### src/rtl/adder_tree_accumulator_pkg.sv
// Shared constants for the lane-sum adder tree and its accumulator.
// Holds lane geometry, derived tree depth and the packed tree node layout.
package adder_tree_accumulator_pkg;

    localparam int ELEM_W = 8;
    localparam int N_ELEM = 16;
    localparam int OUT_W  = 13;
    localparam int IN_W   = ELEM_W * N_ELEM;
    localparam int LOG2_N = $clog2(N_ELEM);
    localparam int SUM_W  = ELEM_W + LOG2_N;

    // Bit offset of tree level lvl inside the flat node vector.
    // Level j holds N_ELEM>>j nodes of ELEM_W+j bits each.
    function automatic int node_off(input int lvl);
        int o;
        o = 0;
        for (int j = 0; j < lvl; j++)
            o += (N_ELEM >> j) * (ELEM_W + j);
        return o;
    endfunction

    localparam int TREE_BITS = node_off(LOG2_N + 1);

endpackage

### src/rtl/adder_tree.sv
// Combinational balanced reduction of N_ELEM unsigned lanes.
// Ports: in (packed lanes, lane k = in[8k+7:8k]), sum (SUM_W-bit total).
module adder_tree
    import adder_tree_accumulator_pkg::*;
(
    input  logic [IN_W-1:0]  in,
    output logic [SUM_W-1:0] sum
);

    // Every level is packed back to back; each level is one bit wider
    // than the one below it, so no pairwise add can overflow.
    logic [TREE_BITS-1:0] node;

    for (genvar l = 0; l <= LOG2_N; l++) begin : g_lvl
        localparam int W    = ELEM_W + l;
        localparam int BASE = node_off(l);
        localparam int NN   = N_ELEM >> l;
        if (l == 0) begin : g_leaf
            for (genvar i = 0; i < NN; i++) begin : g_n
                assign node[BASE + W*i +: W] = in[ELEM_W*i +: ELEM_W];
            end
        end else begin : g_add
            localparam int PREV = node_off(l - 1);
            for (genvar i = 0; i < NN; i++) begin : g_n
                assign node[BASE + W*i +: W] =
                    W'(node[PREV + (W-1)*(2*i)   +: W-1]) +
                    W'(node[PREV + (W-1)*(2*i+1) +: W-1]);
            end
        end
    end

    assign sum = node[node_off(LOG2_N) +: SUM_W];

endmodule

### src/rtl/adder_tree_accumulator.sv
// Lane-sum reduction feeding a wrapping running-total register.
// Ports: clk, rst_n (sync, active-high), in_valid, in, partial_sum, result.
module adder_tree_accumulator
    import adder_tree_accumulator_pkg::*;
(
    input  logic             clk,
    input  logic             rst_n,
    input  logic             in_valid,
    input  logic [IN_W-1:0]  in,
    output logic [OUT_W-1:0] partial_sum,
    output logic [OUT_W-1:0] result
);

    logic [SUM_W-1:0] tree_sum;

    adder_tree u_tree (
        .in  (in),
        .sum (tree_sum)
    );

    assign partial_sum = {{(OUT_W-SUM_W){1'b0}}, tree_sum};

    // Adding at OUT_W bits wraps modulo 2^OUT_W by construction.
    always_ff @(posedge clk) begin
        if (rst_n)
            result <= '0;
        else if (in_valid)
            result <= result + partial_sum;
    end

endmodule

### config.mk
export PLATFORM = sky130hd
export DESIGN_NAME = adder_tree_accumulator
export DESIGN_NICKNAME = d
export VERILOG_FILES = /design/src/rtl/adder_tree_accumulator_pkg.sv /design/src/rtl/adder_tree.sv /design/src/rtl/adder_tree_accumulator.sv
export SDC_FILE = /design/constraint.sdc
export NUM_CORES = 1
export LEC_CHECK = 0
export CORE_MARGIN = 1.5
export CORE_UTILIZATION = 65
export CTS_CLUSTER_DIAMETER = 40
export DETAILED_ROUTE_END_ITERATION = 7
export DONT_BUFFER_PORTS = 1
export GPL_TIMING_DRIVEN = 0
export PLACE_DENSITY = 0.9
export REMOVE_ABC_BUFFERS = 1
export SYNTH_ARGS = -nofsm -noshare
export SYNTH_HDL_FRONTEND = slang
export SYNTH_HIERARCHICAL = 1
export SYNTH_SLANG_ARGS = --single-unit
### constraint.sdc
create_clock -name clk -period 8.3 [get_ports clk]
set_input_delay 0.415 -clock clk [delete_from_list [all_inputs] [get_ports clk]]
set_output_delay 0.415 -clock clk [all_outputs]
set_load 0.1 [all_outputs]
==> metrics.txt, run 1 <==
outcome complete, no violations; initial core utilization 0.668; drt drc 0; HPWL Detailed 8130 um; CP Launch Type primary input; Crit path top cell by count fa_1; Highest Clock Rate 154 MHz; clock sink count 13; dpl cell area 4860 um2; CP startpoint in[2]; reg-to-reg startpoint result[0]; fin. max-slew vios 0; CP max FO 8; slowest CP cell fa_1; Via density 5.36; Placer Congestion 0.841; post-route setup TNS 0 ns; leading area contributor after synthesis fa_1; Biggest register result; vias 3136; r2r setup slk 5.56 ns; Total GRT Usage 0.247; Worst Reg-to-Reg Cells 6; drt first-iter violations 91; Final WS setup 1.82 ns; Final Hold Viols 0; HP Class in -> reg; Synth cell types 44; antenna cells 0; final period utilization 0.781; RSZ-0062 raised after global routing no; port buffer count 0; Clock Path Buffers 2; vias in the first global route 3476; Setup Skew 0.00867 ns; Die Area 7410 um2; Hold-fix buffers, CTS 0; ys flop type dfxtp_1; fraction of layout cells with a size suffix above 1 0.0495; post_cts resized 0; Seq cells post-synth 13; final design area excluding fillers 4910 um2; pre-CTS setup slack 1.57 ns; Root Buffer clkbuf_8; setup bufs post-CTS 0; Largest register FFs 13; reg-to-reg endpoint result[10]; die width 86.1 um; Synth top area share 0.486; row count 30; CTS tree yes; final WL 8550 um; initial antenna violation count 0; Worst Max-Slew Pin Slew 1.07 ns; Top Ports 157; Post-DRT Antenna Nets 0; Setup CP Type in -> reg; number of synthesized flops with an enable pin 0; area grow syn2layout 9.34%; Max-Slew Margin vs Limit 0.283; biggest regs result x13; Core Region 6720 um2; TritonRoute pass-1 iters 4; crit path DAT 6.66 ns; CP cell instances inv_1 -> fa_1 -> inv_1 -> fa_1 -> fa_1 -> fa_1 -> fa_1 -> inv_1 -> fa_1 -> inv_1 -> ha_1 -> inv_1 -> fa_1 -> nand2b_1 -> a21oi_1 -> nor2_1 -> xnor2_2 -> buf_16 -> buf_1 -> ha_1 -> a21oi_1 -> o21ai_0 -> mux2i_1 -> nor3_1; Syn Inst Count 493; nets@finish 779; CP endpoint kind flop; Max-Cap Viols 0; first-pass GRT wire length 14300 um; CP top delay family adder cells; synth top area cells fa_1, inv_1, ha_1; Worst Path Required 8.48 ns; WP depth 24; min Tclk post-route 6.48 ns; total CTS buffers 3; Bufs and invs on worst path 7; Die Ht 86.1 um; H-tree Lvls 1; Critical Path Max Stage Delay 0.55 ns; Clock transition at path regs 0.06 ns; synthesized area 4490 um2; pin count of the biggest net entering global routing 20; hold path depth 1; crit path capture result[11]; async set or reset register ratio after synthesis 0; count of final setup violators 0; register area share after synthesis 0.0580; wire length per cell 14.6 um; Ys Warns 6; Syn Area/Cell 9.10 um2; grt total ovfl 0; Clock Latency Late Sink 0.25 ns
-- kinds of logic (layout without fill, tap and decap cells) --
kind of cell | after synthesis | in the layout | share of synthesized area
simple gates | 58 | 58 | 0.0653
other cells | 1 | 1 | 0.000836
buf+inv | 205 | 217 | 0.173
flops | 13 | 13 | 0.0580
xor+xnor | 12 | 12 | 0.0234
fa+ha+maj | 142 | 142 | 0.578
compound gates | 59 | 59 | 0.0943
mux | 3 | 3 | 0.00669
-- per-layer routing --
layer | wire length (um) | global-route usage | vias up
met2 | 5040 | 0.497 | 133
met1 | 2840 | 0.264 | 1530
met5 | 0 | 0 | -
li1 | - | - | 1455
met4 | 159 | 0.0513 | 0
met3 | 515 | 0.0462 | 18
-- cell usage in the layout (no fill, tap or decap), drive strengths merged, types with 3 or more instances in the layout --
cell    instances
inv           197
fa            109
nor3b           4
a21o            4
dfxtp          13
o211ai          7
ha             33
a211oi          6
a21oi          18
buf            16
mux2i           3
nand2          12
nand2b          6
xnor2          10
clkbuf          3
nor3            5
nand3          11
nor2           11
o21ai           9
-- worst min path at each step --
stage          start         to  slack (ns)
6_report       rst_n  result[4]        0.23
5_1_grt        rst_n  result[4]        0.23
4_1_cts        rst_n  result[4]        0.22
3_5_place_dp   rst_n  result[4]        0.49
3_3_place_gp   rst_n  result[4]        0.49
2_1_floorplan  rst_n  result[4]        0.48
-- area by class of cell --
| type | instances | area [um2] |
|---|---|---|
| fillers | 472 | 1810 |
| clock buffers | 3 | 41.3 |
| inverters | 197 | 739 |
| flip-flops and latches | 13 | 260 |
| well taps | 80 | 100 |
| clock inverters | 1 | 5.00 |
| multi-input cells | 275 | 3510 |
| repair buffers | 16 | 250 |
-- synth_stat cells (2+ instances only) --
cell / number
a21o_1: 4
xnor2_1: 10
nor3b_1: 4
ha_1: 33
nand3_1: 11
dfxtp_1: 13
inv_1: 197
o22ai_1: 2
clkbuf_1: 4
nor2_1: 11
mux2i_1: 3
nand4_1: 2
a31oi_1: 2
o211ai_1: 6
nand2b_1: 6
a211oi_1: 5
xor2_1: 2
nand2_1: 12
nor3_1: 5
and2_1: 2
nor2b_1: 2
a21oi_1: 17
buf_2: 2
fa_1: 109
o21a_1: 2
o21ai_0: 9
-- worst reg2reg max path: cells and delay by family (launching register included) --
kind,cells,cell delay (ns)
fa+ha+maj,2,0.90
flops,1,0.66
compound gates,2,0.54
simple gates,2,0.54
-- stage by stage --
step,hold slack [ns],util,std cells
2_1_floorplan,0.484,-,485
3_3_place_gp,0.488,0.677,565
3_5_place_dp,0.491,0.723,581
4_1_cts,0.222,0.730,585
5_1_grt,0.227,0.730,585
6_report,0.228,0.730,585
Power of run 1 is not shown: default switching activity piles up to over one toggle a cycle in this logic, so the estimate is an artifact.
==> inputs of run 2 (changes only) <==
clock period = 6.3 ns   (was 8.3 ns; I/O delays follow)
==> run 2 against run 1 <==
Net effect: flip-flop and latch count did not move; critical path type unchanged; via count rose by 1.8%; largest cell class unchanged; register-to-register slack got worse by 2.0 ns.
==> metrics.txt, run 2 (synthesized netlist as in run 1, its figures left out) <==
Worst Path Required 6.44 ns (was 8.48 ns); clock sink count 13 (unchanged); drt drc 0 (unchanged); wire length per cell 15.3 um (was 14.6 um); vias in the first global route 3480 (was 3476); Die Ht 86.1 um (unchanged); hold_sp rst_n (unchanged); HP Class in -> reg (unchanged); Setup CP Type in -> reg (unchanged); HPWL Detailed 8130 um (unchanged); Clock Path Buffers 2 (unchanged); Highest Clock Rate 161 MHz; Die Area 7410 um2 (unchanged); final WL 9030 um (was 8550 um); Critical Path Max Stage Delay 0.58 ns (was 0.55 ns); CP top delay family adder cells (unchanged); TritonRoute pass-1 iters 4 (unchanged); Final Hold Viols 0 (unchanged); Largest register FFs 13 (unchanged); grt total ovfl 0 (unchanged); Crit path top cell by count fa_1 (unchanged); vias 3193 (was 3136); die width 86.1 um (unchanged); worst hold endpoint result[4] (unchanged); reg-to-reg startpoint result[0] (unchanged); total CTS buffers 3 (unchanged); CP Launch Type primary input (unchanged); Biggest register result (unchanged); min Tclk post-route 6.20 ns; outcome complete, no violations (unchanged); Post-DRT Antenna Nets 0 (unchanged); fin util 0.753 (was 0.730); Bufs and invs on worst path 7 (unchanged); antenna cells 0 (unchanged); most common cell after layout, fill and taps aside inv_1 (unchanged); drt first-iter violations 108 (was 91); post-route setup TNS 0 ns (unchanged); CP max FO 5 (was 8); pin count of the biggest net entering global routing 20 (unchanged); Setup Skew 0.00803 ns (was 0.00867 ns); first-pass GRT wire length 14400 um (was 14300 um); area grow syn2layout 12.7% (was 9.34%); Worst Reg-to-Reg Cells 6 (unchanged); row count 30 (unchanged); port buffer count 0 (unchanged); Hold-fix buffers, CTS 0 (unchanged); CP endpoint kind flop (unchanged); biggest regs result x13 (unchanged); placed cell count 581 (unchanged); crit path DAT 6.35 ns (was 6.66 ns); Clock Latency Late Sink 0.25 ns (about the same); fraction of layout cells with a size suffix above 1 0.0925 (was 0.0495); Max-Cap Viols 0 (unchanged); initial core utilization 0.668 (unchanged); Placer Congestion 0.841 (unchanged); slowest CP cell fa_1 (unchanged); Via density 5.43 (was 5.36); Clock transition at path regs 0.06 ns (about the same); final period utilization 0.985; Top Ports 157 (unchanged); fin. max-slew vios 0 (unchanged); count of final setup violators 0 (unchanged); Final Non-Filler Cells 588 (was 585); hold path depth 1 (unchanged); Worst Max-Slew Pin Slew 1.08 ns (was 1.07 ns); nets@finish 782 (was 779); H-tree Lvls 1 (unchanged); Core Region 6720 um2 (unchanged); most frequent cells in the layout inv_1, fa_1, ha_1 (unchanged); CTS tree yes (unchanged); r2r setup slk 3.58 ns (was 5.56 ns); initial antenna violation count 0 (unchanged); Root Buffer clkbuf_8 (unchanged); Max-Slew Margin vs Limit 0.282 (was 0.283); reg-to-reg endpoint result[10] (unchanged); CP cell instances inv_1 -> fa_1 -> inv_1 -> fa_1 -> fa_1 -> fa_1 -> fa_1 -> inv_1 -> fa_1 -> inv_1 -> ha_1 -> inv_1 -> fa_2 -> clkinvlp_4 -> ha_4 -> o211ai_1 -> buf_4 -> o211ai_4 -> a211oi_1 -> a311o_2 (was inv_1 -> fa_1 -> inv_1 -> fa_1 -> fa_1 -> fa_1 -> fa_1 -> inv_1 -> fa_1 -> inv_1 -> ha_1 -> inv_1 -> fa_1 -> nand2b_1 -> a21oi_1 -> nor2_1 -> xnor2_2 -> buf_16 -> buf_1 -> ha_1 -> a21oi_1 -> o21ai_0 -> mux2i_1 -> nor3_1); Total GRT Usage 0.247 (about the same)
[run 2: area by class of cell]
class,instances,area (um2)
clock buffer,3,41.3
clock inverter,1,5.00
fill,447,1660
inverter,197,743
multi-input combinational,275,3640
sequential,13,260
tap,80,100
timing repair buffer,19,265
[run 2: metal layers]
layer / track usage / share of wire / up-vias
li1: - / - / 1461
met1: 0.264 / 0.33 / 1571
met2: 0.498 / 0.59 / 137
met3: 0.0462 / 0.056 / 24
met4: 0.0513 / 0.024 / 0
met5: 0 / 0 / -
[run 2: worst max path at each step]
stage | slack, ns | from | endpoint | cells after the start
floorplan | -1.17 | in[2] | result[10] | 22
global placement | -1.63 | in[2] | result[11] | 22
detailed placement | -0.33 | in[2] | result[11] | 24
CTS | 0.02 | in[2] | result[10] | 19
global route | -0.05 | in[2] | result[10] | 20
finish | 0.1 | in[2] | result[8] | 20
[run 2: repair_timing]
item / CTS / global route
hold endpoints to repair: 0 / 0
setup endpoints to repair: 4 / 7
pin swaps: 0 / 14
gates resized for setup: 4 / 27
buffers inserted: 0 / 3
[run 2: through the flow]
stage | setup WS [ns] | instance area [um2] | hold slack, ns
detailed placement | -0.329 | 4860 | 0.391
finish | 0.0964 | 5060 | 0.129
CTS | 0.0214 | 4920 | 0.122
global route | -0.0534 | 5060 | 0.126
floorplan | -1.17 | 4450 | 0.384
global placement | -1.63 | 4550 | 0.388
Power of run 2 is left out for the same reason.
==> inputs of run 3 (changes only) <==
clock period = 5.9 ns   (was 6.3 ns; I/O delays follow)
==> run 3 against run 2 <==
Net effect: the flow now finishes with violations (setup timing); cell area increased by 4.6%; first-iteration DRC count increased by 8.3%; highest routed layer unchanged; critical path depth unchanged.
==> metrics.txt, run 3 (synthesized netlist as in run 1, its figures left out) <==
fin. max-slew vios 0 (unchanged); area grow syn2layout 17.8% (was 12.7%); antenna cells 0 (unchanged); Core Region 6720 um2 (unchanged); final period utilization 1.02; final WL 9970 um (was 9030 um); CP top delay family adder cells (unchanged); fraction of layout cells with a size suffix above 1 0.157 (was 0.0925); outcome finished with violations (was complete, no violations); CP max FO 5 (unchanged); Placer Congestion 0.841 (unchanged); initial antenna violation count 0 (unchanged); Clock Latency Late Sink 0.26 ns (was 0.25 ns); Root Buffer clkbuf_8 (unchanged); H-tree Lvls 1 (unchanged); register area 260 um2 (unchanged); CP Launch Type primary input (unchanged); most frequent cells in the layout inv_1, fa_1, ha_1 (unchanged); crit path DAT 6.17 ns (was 6.35 ns); CP endpoint kind flop (unchanged); min Tclk post-route 6.03 ns; Clock transition at path regs 0.07 ns (was 0.06 ns); slowest CP cell fa_2 (was fa_1); die width 86.1 um (unchanged); Max-Slew Margin vs Limit 0.255 (was 0.282); Via density 5.60 (was 5.43); total CTS buffers 3 (unchanged); reg-to-reg endpoint result[10] (unchanged); CP cell instances fa_1 -> inv_1 -> fa_1 -> inv_2 -> fa_1 -> fa_1 -> fa_1 -> inv_1 -> fa_1 -> inv_2 -> ha_4 -> inv_2 -> fa_2 -> clkinvlp_4 -> ha_4 -> o211ai_1 -> buf_4 -> o211ai_4 -> and3_1 -> or3_1 (was inv_1 -> fa_1 -> inv_1 -> fa_1 -> fa_1 -> fa_1 -> fa_1 -> inv_1 -> fa_1 -> inv_1 -> ha_1 -> inv_1 -> fa_2 -> clkinvlp_4 -> ha_4 -> o211ai_1 -> buf_4 -> o211ai_4 -> a211oi_1 -> a311o_2); Fillers 395 (was 447); Final Hold Viols 0 (unchanged); Highest Clock Rate 166 MHz; most common cell after layout, fill and taps aside inv_1 (unchanged); Critical Path Max Stage Delay 0.56 ns (was 0.58 ns); Worst Reg-to-Reg Cells 6 (unchanged); port buffer count 0 (unchanged); Crit path top cell by count fa_1 (unchanged); vias in the first global route 3653 (was 3480); pre-CTS setup slack -0.709 ns (was -0.329 ns); Clock Path Buffers 2 (unchanged); HP Class in -> reg (unchanged); Total GRT Usage 0.266 (was 0.247); Multi-input gate area 3800 um2 (was 3640 um2); reg-to-reg startpoint result[0] (unchanged); Hold-fix buffers, CTS 0 (unchanged); Largest register FFs 13 (unchanged); drt drc 0 (unchanged); count of final setup violators 7 (was 0); initial core utilization 0.668 (unchanged); Die Area 7410 um2 (unchanged); Biggest register result (unchanged); nets@finish 790 (was 782); Die Ht 86.1 um (unchanged); first-pass GRT wire length 15400 um (was 14400 um); wire length per cell 16.7 um (was 15.3 um); drt first-iter violations 117 (was 108); grt total ovfl 0 (unchanged); CTS tree yes (unchanged); Setup CP Type in -> reg (unchanged); hold path depth 1 (unchanged); Worst Max-Slew Pin Slew 1.12 ns (was 1.08 ns); Post-DRT Antenna Nets 0 (unchanged); HPWL Detailed 8130 um (unchanged); Worst Path Required 6.04 ns (was 6.44 ns); clock sink count 13 (unchanged); Max-Cap Viols 0 (unchanged); Top Ports 157 (unchanged); failing checks setup timing; Setup Skew 0.0107 ns (was 0.00803 ns); hold_sp rst_n (unchanged); RSZ-0062 raised after global routing yes; biggest regs result x13 (unchanged); vias 3340 (was 3193); row count 30 (unchanged); Final WS setup -0.131 ns (was 0.0964 ns); worst hold endpoint result[4] (unchanged); TritonRoute pass-1 iters 5 (was 4); Bufs and invs on worst path 7 (unchanged); pin count of the biggest net entering global routing 20 (unchanged); r2r setup slk 3.15 ns (was 3.58 ns)
==> run 3: changes by cell type in the layout (fill, tap and decap cells not counted), moves of 3 or more <==
cell       before  now
a21oi_1        13    9
ha_4            3   11
buf_1           8    5
buf_6           0    3
inv_1         196  191
buf_16          5    2
buf_4           3   10
a21oi_2         1    5
clkbuf_16       3    6
inv_2           0    5
ha_1           24   21
o21ai_0         7    3
o21ai_2         0    3
ha_2            6    1
==> run 3: metrics by stage <==
step                setup TNS [ns]  cells  cell area, um2  hold WS [ns]   util
detailed placement           -4.50    581            4860         0.371  0.723
global route                 -1.94    596            5290         0.110  0.787
global placement            -20.62    565            4550         0.368  0.677
finish                      -0.605    596            5290         0.103  0.787
floorplan                   -14.32    485            4450         0.364      -
CTS                         -0.242    593            5200         0.102  0.774
==> run 3: timing repair <==
item,4_1_cts,5_1_grt
gates resized for setup,46,30
cloned,0,0
setup buffers,9,3
endpoints found under the setup margin,8,8
pin swaps,31,35
==> run 3: final cells by class <==
class,instances,area share
clock inverter,1,0.000947
inverter,197,0.141
sequential,13,0.0492
clock buffer,3,0.00781
tap,80,0.0189
timing repair buffer,27,0.0639
multi-input combinational,275,0.719
==> run 3: worst max path at each step <==
stage | from | to | slack, ns | cells after the start
floorplan | in[2] | result[10] | -1.55 | 22
global placement | in[2] | result[11] | -2.01 | 22
detailed placement | in[2] | result[11] | -0.71 | 24
CTS | in[50] | result[10] | -0.11 | 20
global route | in[50] | result[10] | -0.31 | 20
finish | in[50] | result[10] | -0.13 | 20
==> run 3: metal layers <==
layer | part of all wire | up-vias | global-route usage
li1 | - | 1481 | -
met1 | 0.33 | 1633 | 0.280
met2 | 0.58 | 190 | 0.537
met3 | 0.067 | 36 | 0.0462
met4 | 0.028 | 0 | 0.0674
met5 | 0 | - | 0
Power of run 3 is left out for the same reason.
